===== src/rtl/div_pkg.sv =====
// Shared types and helpers for the divide issue controller.
// The special-case predicate is kept here so other fast paths can reuse it.
package div_pkg;

  typedef enum logic [1:0] {
    OP_DIV  = 2'b00,
    OP_DIVU = 2'b01,
    OP_REM  = 2'b10,
    OP_REMU = 2'b11
  } div_op_e;

  typedef enum logic [2:0] {
    IDLE,
    ISSUE,
    WAIT,
    RESP,
    DRAIN
  } div_state_e;

  localparam logic [31:0] INT_MIN  = 32'h8000_0000;
  localparam logic [31:0] ALL_ONES = 32'hFFFF_FFFF;

  function automatic logic op_is_signed(input div_op_e op);
    return (op == OP_DIV) || (op == OP_REM);
  endfunction

  function automatic logic op_is_rem(input div_op_e op);
    return (op == OP_REM) || (op == OP_REMU);
  endfunction

  // Divide-by-zero, or the one signed quotient that cannot be represented.
  function automatic logic is_special(input div_op_e op, input logic [31:0] a, input logic [31:0] b);
    return (b == '0) || (op_is_signed(op) && (a == INT_MIN) && (b == ALL_ONES));
  endfunction

endpackage


===== src/rtl/div_special_case.sv =====
// Combinational detect and architectural result for x/0 and INT_MIN/-1,
// so these ops never need to occupy the divider.
module div_special_case
  import div_pkg::*;
(
  input  div_op_e     op,
  input  logic [31:0] a,
  input  logic [31:0] b,
  output logic        special,
  output logic [31:0] result
);

  always_comb begin
    special = is_special(op, a, b);
    if (b == '0) begin
      result = op_is_rem(op) ? a : ALL_ONES;
    end else begin
      // Only reached as a special case for signed overflow.
      result = op_is_rem(op) ? '0 : INT_MIN;
    end
  end

endmodule


===== src/rtl/div_issue_ctrl.sv =====
// Initiator side of the divider handshake: accepts divide ops, issues them to the
// divider (or answers corner cases locally), holds the result for writeback, handles flush.
module div_issue_ctrl
  import div_pkg::*;
#(
  parameter int BYPASS_SPECIAL = 1,
  parameter int XLEN           = 32
) (
  input  logic            clock,
  input  logic            nreset,
  input  logic            req_valid_i,
  output logic            req_ready_o,
  input  logic [1:0]      req_op_i,
  input  logic [XLEN-1:0] req_rs1_i,
  input  logic [XLEN-1:0] req_rs2_i,
  input  logic [4:0]      req_rd_i,
  input  logic            flush_i,
  output logic            busy_o,
  output logic            wb_valid_o,
  input  logic            wb_ready_i,
  output logic [XLEN-1:0] wb_data_o,
  output logic [4:0]      wb_rd_o,
  output logic [XLEN-1:0] div_a_o,
  output logic [XLEN-1:0] div_b_o,
  output logic            div_signed_o,
  output logic            div_in_valid_o,
  input  logic            div_in_ready_i,
  input  logic            div_out_valid_i,
  output logic            div_out_ready_o,
  input  logic [XLEN-1:0] div_q_i,
  input  logic [XLEN-1:0] div_r_i
);

  div_state_e      state;
  div_op_e         op;
  logic            special;
  logic [XLEN-1:0] special_result;
  logic            accept;
  logic            bypass;
  logic            rem_sel;

  assign op     = div_op_e'(req_op_i);
  // A request arriving with a flush is dropped rather than accepted.
  assign accept = req_valid_i && req_ready_o && !flush_i;
  assign bypass = (BYPASS_SPECIAL != 0) && special;

  div_special_case u_special (
    .op      (op),
    .a       (req_rs1_i),
    .b       (req_rs2_i),
    .special (special),
    .result  (special_result)
  );

  always_ff @(posedge clock or negedge nreset) begin
    if (!nreset) begin
      state           <= IDLE;
      req_ready_o     <= 1'b0;
      busy_o          <= 1'b0;
      wb_valid_o      <= 1'b0;
      wb_data_o       <= '0;
      wb_rd_o         <= '0;
      div_a_o         <= '0;
      div_b_o         <= '0;
      div_signed_o    <= 1'b0;
      div_in_valid_o  <= 1'b0;
      div_out_ready_o <= 1'b0;
      rem_sel         <= 1'b0;
    end else begin
      case (state)
        IDLE: begin
          if (accept) begin
            div_a_o      <= req_rs1_i;
            div_b_o      <= req_rs2_i;
            div_signed_o <= op_is_signed(op);
            rem_sel      <= op_is_rem(op);
            wb_rd_o      <= req_rd_i;
            req_ready_o  <= 1'b0;
            busy_o       <= 1'b1;
            if (bypass) begin
              state      <= RESP;
              wb_valid_o <= 1'b1;
              wb_data_o  <= special_result;
            end else begin
              state          <= ISSUE;
              div_in_valid_o <= 1'b1;
            end
          end else begin
            req_ready_o <= 1'b1;
          end
        end
        ISSUE: begin
          if (div_in_ready_i) begin
            // Transfer has happened; a flush now must still absorb the response.
            div_in_valid_o  <= 1'b0;
            div_out_ready_o <= 1'b1;
            if (flush_i) begin
              state  <= DRAIN;
              busy_o <= 1'b0;
            end else begin
              state <= WAIT;
            end
          end else if (flush_i) begin
            div_in_valid_o <= 1'b0;
            busy_o         <= 1'b0;
            req_ready_o    <= 1'b1;
            state          <= IDLE;
          end
        end
        WAIT: begin
          if (div_out_valid_i) begin
            div_out_ready_o <= 1'b0;
            if (flush_i) begin
              busy_o      <= 1'b0;
              req_ready_o <= 1'b1;
              state       <= IDLE;
            end else begin
              wb_valid_o <= 1'b1;
              wb_data_o  <= rem_sel ? div_r_i : div_q_i;
              state      <= RESP;
            end
          end else if (flush_i) begin
            busy_o <= 1'b0;
            state  <= DRAIN;
          end
        end
        RESP: begin
          if (flush_i || wb_ready_i) begin
            wb_valid_o  <= 1'b0;
            busy_o      <= 1'b0;
            req_ready_o <= 1'b1;
            state       <= IDLE;
          end
        end
        DRAIN: begin
          if (div_out_valid_i) begin
            div_out_ready_o <= 1'b0;
            req_ready_o     <= 1'b1;
            state           <= IDLE;
          end
        end
        default: state <= IDLE;
      endcase
    end
  end

endmodule


===== config.mk =====
export PLATFORM = sky130hd
export DESIGN_NAME = div_issue_ctrl
export DESIGN_NICKNAME = d
export VERILOG_FILES = /design/src/rtl/div_pkg.sv /design/src/rtl/div_special_case.sv /design/src/rtl/div_issue_ctrl.sv
export SDC_FILE = /design/constraint.sdc
export NUM_CORES = 1
export LEC_CHECK = 0
export CORE_UTILIZATION = 42
export DETAILED_ROUTE_END_ITERATION = 8
export HOLD_SLACK_MARGIN = 0.03
export PLACE_DENSITY = 0.8
export RECOVER_POWER = 25
export SYNTH_ARGS = -nofsm -noshare
export SYNTH_HDL_FRONTEND = slang
export SYNTH_SLANG_ARGS = --single-unit

===== constraint.sdc =====
create_clock -name clock -period 2.6 [get_ports clock]
set_clock_uncertainty 0.2 [all_clocks]
set_input_delay 0.52 -clock clock [delete_from_list [all_inputs] [get_ports clock]]
set_output_delay 0.52 -clock clock [all_outputs]
set_load 0.05 [all_outputs]

== Yosys cells after proc, flatten, opt, wreduce, memory -nomap -nowiden ==
Cells that the tools add are included.
Cells by class
  reduce and logical (&&, ||, !) cells: 28
  muxes and demuxes: 43
  eq/ne operators: 21
Operators with widths (number)
  two-way mux 32 bit: 8
  == test 32 bit (second input constant): 2
  case mux 32 bit (2 select lines): 1
  zero test 32 bit: 1
  two-way mux 3 bit: 8
  two-way mux 1 bit: 18
  != test 2 bit (second input constant): 9
  case mux 3 bit (5 select lines): 1
  AND reduction 5 bit: 3
  AND reduction 4 bit: 2
  == test 3 x 2 -> 1 bit (second input constant): 2
  != test 3 bit (second input constant): 2
  case mux 1 bit (3 select lines): 2
  AND reduction 6 bit: 1
  nonzero test 2 bit: 3
  nonzero test 3 bit: 2
  case mux 1 bit (5 select lines): 1
  nonzero test 5 bit: 1
  == test 2 bit (second input constant): 2
  logical AND 1 bit: 4
  logical OR 1 bit: 4
  two-way mux 2 bit: 2
  != test 2 x 1 -> 1 bit (second input constant): 2
  case mux 1 bit (2 select lines): 2
  other kinds (8): 9
Storage, ports and cells
  register bits after elaboration: 111
  output and inout bits: 107
  word-level logic and storage cells: 104

== Logic depth before layout (Yosys ltp) ==
  depth after elaboration: 8
  mapped depth: 9

== Modules after synthesis ==
A second synthesis with hierarchy kept.
Second synthesis, totals
  cells, all modules: 540
  area, all modules: 5701.7 sq um
Modules (own cells, without submodules)
  div_issue_ctrl: instances 1, area each 5166.2 sq um, cells an instance 434, sequential area each 2777.7 sq um
  div_special_case: instances 1, area each 535.5 sq um, cells an instance 106, sequential area each 0.0 sq um

== Worst setup path before layout ==
No wires, ideal clock.
  path kind: input-to-reg
  from: input port req_rs1_i[29]
  to: register wb_data_o[12]
  required time: 2.279 ns
  cell stages on the path: 7
  setup time: 0.121 ns
  slack: 0.141 ns
  arrival time: 2.138 ns
  cells stage by stage: or4b_1 -> nor4_1 -> nand4_1 -> a21bo_1 -> buf_6 -> buf_6 -> a22o_1
On the way
  longest elaborated chain between the ends: 6
Ends and longest elaborated chain
  start: declaration: line div_issue_ctrl.sv:14  | input logic [XLEN-1:0] req_rs1_i,
  == test 32 bit: line div_pkg.sv:33  | return (b == '0) || (op_is_signed(op) && (a == INT_MIN) && (b == ALL_ONES));
  logical AND 1 bit (2 in a row): line div_pkg.sv:33
  logical OR 1 bit: line div_pkg.sv:33
  != test 2 bit (no source line)
  AND reduction 5 bit (no source line)
  end signal: assignment: line div_issue_ctrl.sv:83  | wb_data_o <= special_result;
  end signal: assignment: line div_issue_ctrl.sv:119  | wb_data_o <= rem_sel ? div_r_i : div_q_i;
  end: declaration: line div_issue_ctrl.sv:21  | output logic [XLEN-1:0] wb_data_o,
No other way between the ends.
A chain may end at the register's enable or synchronous reset.

== Worst setup path in the final report ==
  from: input port req_rs1_i[25]
  to: register wb_data_o[31]
The elaborated chain is that of the path after synthesis.

==> qor.txt <==
==================================================================================
Path category of the worst min-delay check                            input port to flip-flop
Area inside the core boundary                                          0.0126 mm^2
Vias after detailed routing                                                   5021
Number of cells produced by synthesis                                          473
Number of synthesized register bits                                            111
Post-Layout Inst Area                                                 0.00902 mm^2
Part of the Yosys area used for sequential elements                          51.1%
Initial standard-cell utilization of the core                                43.1%
Final-report max-slew violation count                                            0
Combinational power share                                                    61.3%
TritonCTS clock tree                                                         built
Antenna violations before repair                                                 2
Vias in the first global route                                                5077
Wire length per cell after detailed routing                                19.1 um
Share of synthesized flip-flops with an asynchronous set or reset             100%
Cell leakage power                                                         3.92 nW
Clk pwr share                                                                12.3%
Clock tree sinks                                                               111
I/O pin count                                                                  249
Number of buffers inserted by port buffering                                   248
Count of max-cap constraint violations                                           0
Cell row count                                                                  41
Antenna violation net count after detailed routing                               0
All-Layer GR Usage                                                           27.2%
Mean instance size in the synthesized netlist                            11.5 um^2
CTS Buffer Depth                                                                 2
CTS Buf Count                                                                    9
Clock tree root buffer cell                                              clkbuf_16
CTS HTree Levels                                                                 3
Number of synthesized flops with an enable pin                                   0
First-pass DRT Iterations                                                        4
Source-to-sink clock delay at the later pin of the worst-skew pair         0.35 ns
Worst vdd ir                                                               1.04 mV
Area of the die                                                        0.0134 mm^2
Layout-stage area growth over the synthesis result                           65.9%
Fin crit period                                                            2.59 ns
Fraction of power spent switching nets                                       47.7%
Nets                                                                           902
Hold Violations, Final                                                           0
Fillers                                                                        933
Slew at the pin with the worst max-slew slack                             0.797 ns
Post-Syn Nets                                                                  615
Data required, critical path                                               2.63 ns
Total power                                                                11.8 mW
Detailed router's first-iteration violation count                              281
Post-Synthesis Cell Area                                              0.00543 mm^2
Endpoints failing setup                                                          0
Final Core Density                                                           71.5%
CP arrival                                                                 2.62 ns
Internal                                                                   6.18 mW
Kind of start point of the critical path                                input port
Instance area after placement                                         0.00851 mm^2
Area used by multi-input combinational logic                          0.00259 mm^2
Worst relative slew slack                                                    46.9%
Total routed wirelength                                                    18.0 mm
Highest fanout seen on the critical path                                         2
Category of the worst setup path capture point                           flip-flop
Gp weighted congestion                                                       0.856
Relative contribution of sequential cells to total power                     26.4%
Routed vias/inst                                                              5.35
Horiz. Die Dim                                                              116 um
Crit path kind                                                        input port to flip-flop
Worst-path clk slew                                                        0.08 ns
Placed wire-length estimate after detailed placement                       13.7 mm
Detailed-route DRC error count                                                   0
Worst hold slack after final layout                                       0.253 ns
Chip Height                                                                 116 um
FMAX                                                                     0.386 GHz
Share of final-layout standard cells stronger than drive strength 1          22.6%
Pwr per Cell Area                                                     1310 mW/mm^2
Tcrit/Tclk final                                                             99.6%
Largest net degree at the start of global routing                               63
Most frequently used flop master after synthesis                           dfrtp_1
Unique cell type count in the Yosys netlist                                     40
Total net switching power                                                  5.63 mW
Result of the run                                                     finished clean
GRT overflow                                                                     0
Register cell area after layout                                       0.00278 mm^2
Count of warnings emitted by yosys                                               0
Wire length of the first global-routing pass                               27.1 mm
==================================================================================
[cells in the final DEF, fill, tap and decap left out, types with 2 or more instances in the layout]
cell,netlist,layout
clkdlybuf4s50_1,0,223
dfrtp_1,111,110
mux2_2,70,70
buf_4,0,58
o21ai_0,37,37
nand3_1,35,35
mux2i_1,34,34
nand2b_1,33,33
a22o_1,31,31
dlymetal6s2s_1,0,18
nand4_1,12,12
nor2_1,10,9
clkbuf_16,0,9
nor4_2,0,8
nand2_1,9,7
nor4_1,16,5
buf_12,0,5
inv_1,4,4
a21oi_1,4,4
nor4_4,0,3
a31oi_1,3,3
clkbuf_8,0,3
dlygate4sd2_1,0,3
diode_2,0,2
or2_2,2,2
xnor2_1,2,2
o32ai_1,2,2
clkbuf_1,29,2
dlygate4sd3_1,0,2
clkdlybuf4s15_1,0,2
clkbuf_2,0,2
[metrics by stage]
step | cells | setup TNS (ns) | worst slack [ns]
6_report | 939 | 0 | 0.00959
3_3_place_gp | 917 | -15.55 | -0.466
4_1_cts | 936 | 0 | 0.000262
3_5_place_dp | 917 | -19.71 | -0.601
2_1_floorplan | 473 | 0 | 0.141
5_1_grt | 939 | -0.0000790 | -0.0000790
[path summary, 6_finish.rpt]
check / start / to / slack, ns / depth (start not counted)
max in group asynchronous: nreset / wb_data_o[30] / 0.33 / 3
hold / removal: req_op_i[0] / div_signed_o / 0.25 / 2
hold reg to reg: div_signed_o / div_signed_o / 0.29 / 2
setup / recovery: req_rs1_i[25] / wb_data_o[31] / 0.01 / 7
setup reg to reg: state[0] / wb_data_o[31] / 0.37 / 5
min in group asynchronous: nreset / div_b_o[2] / 0.58 / 2
[synthesized netlist by cell type (5+ instances only)]
cell type	number	area, um^2
dfrtp_1	111	2780
mux2_2	70	788
o21ai_0	37	185
nand3_1	35	175
mux2i_1	34	340
nand2b_1	33	206
a22o_1	31	272
clkbuf_1	29	109
nor4_1	16	100
nand4_1	12	75.1
nor2_1	10	37.5
nand2_1	9	33.8
buf_1	5	18.8
[kinds of logic after synthesis]
kind of cell | count (synthesis) | share of synthesized area, %
xor+xnor | 2 | 0.322
simple gates | 125 | 12.9
mux | 104 | 20.8
flops | 111 | 51.1
compound gates | 88 | 11.2
fa+ha+maj | 1 | 0.184
buf+inv | 42 | 3.45
[flip-flops by register name, summed over array words and instances (netlist names), 3 cells and up]
name,flops
div_a_o,32
state,3
wb_rd_o,5
div_b_o,32
wb_data_o,32
[worst max-delay path, cell delays in order]
cell	delay [ns]
clkdlybuf4s50_1	0.43
or4b_4	0.57
nor4_4	0.14
nand4_1	0.19
buf_4	0.19
a311o_1	0.31
a32o_1	0.26
[power groups by stage]
stage          Sequential (mW)  Combinational [mW]  Clock [mW]
6_report                  3.12                7.23        1.45
5_1_grt                   3.22                7.52        1.56
4_1_cts                   3.12                7.28        1.48
3_5_place_dp              3.13                7.23           0
3_3_place_gp              3.09                7.11           0
2_1_floorplan             5.89                1.83           0
[layer usage]
metal,wire length (um),GRT usage [%]
met1,7150,32.8
met2,9060,46.3
met3,1350,6.80
met4,398,11.5
met5,0,0
[final cells by class]
class | count | share of cell area [%]
Clock inverter | 2 | 0.430
Multi-Input combinational cell | 320 | 28.8
Timing Repair Buffer | 314 | 34.3
Sequential cell | 111 | 30.8
Tap cell | 172 | 2.39
Inverter | 4 | 0.167
Clock buffer | 14 | 3.04
Antenna cell | 2 | 0.0555
[what timing repair did]
| action | in CTS | in global routing |
|---|---|---|
| setup buffers | 1 | 1 |
| endpoints found under the setup margin | 32 | 32 |
| endpoints found under the hold margin | 28 | 0 |
| pin swaps | 7 | 15 |
| gates resized for setup | 16 | 30 |
| cloned | 1 | 0 |
| hold buffers | 1 | 0 |
(Power assumes the default switching activity.)
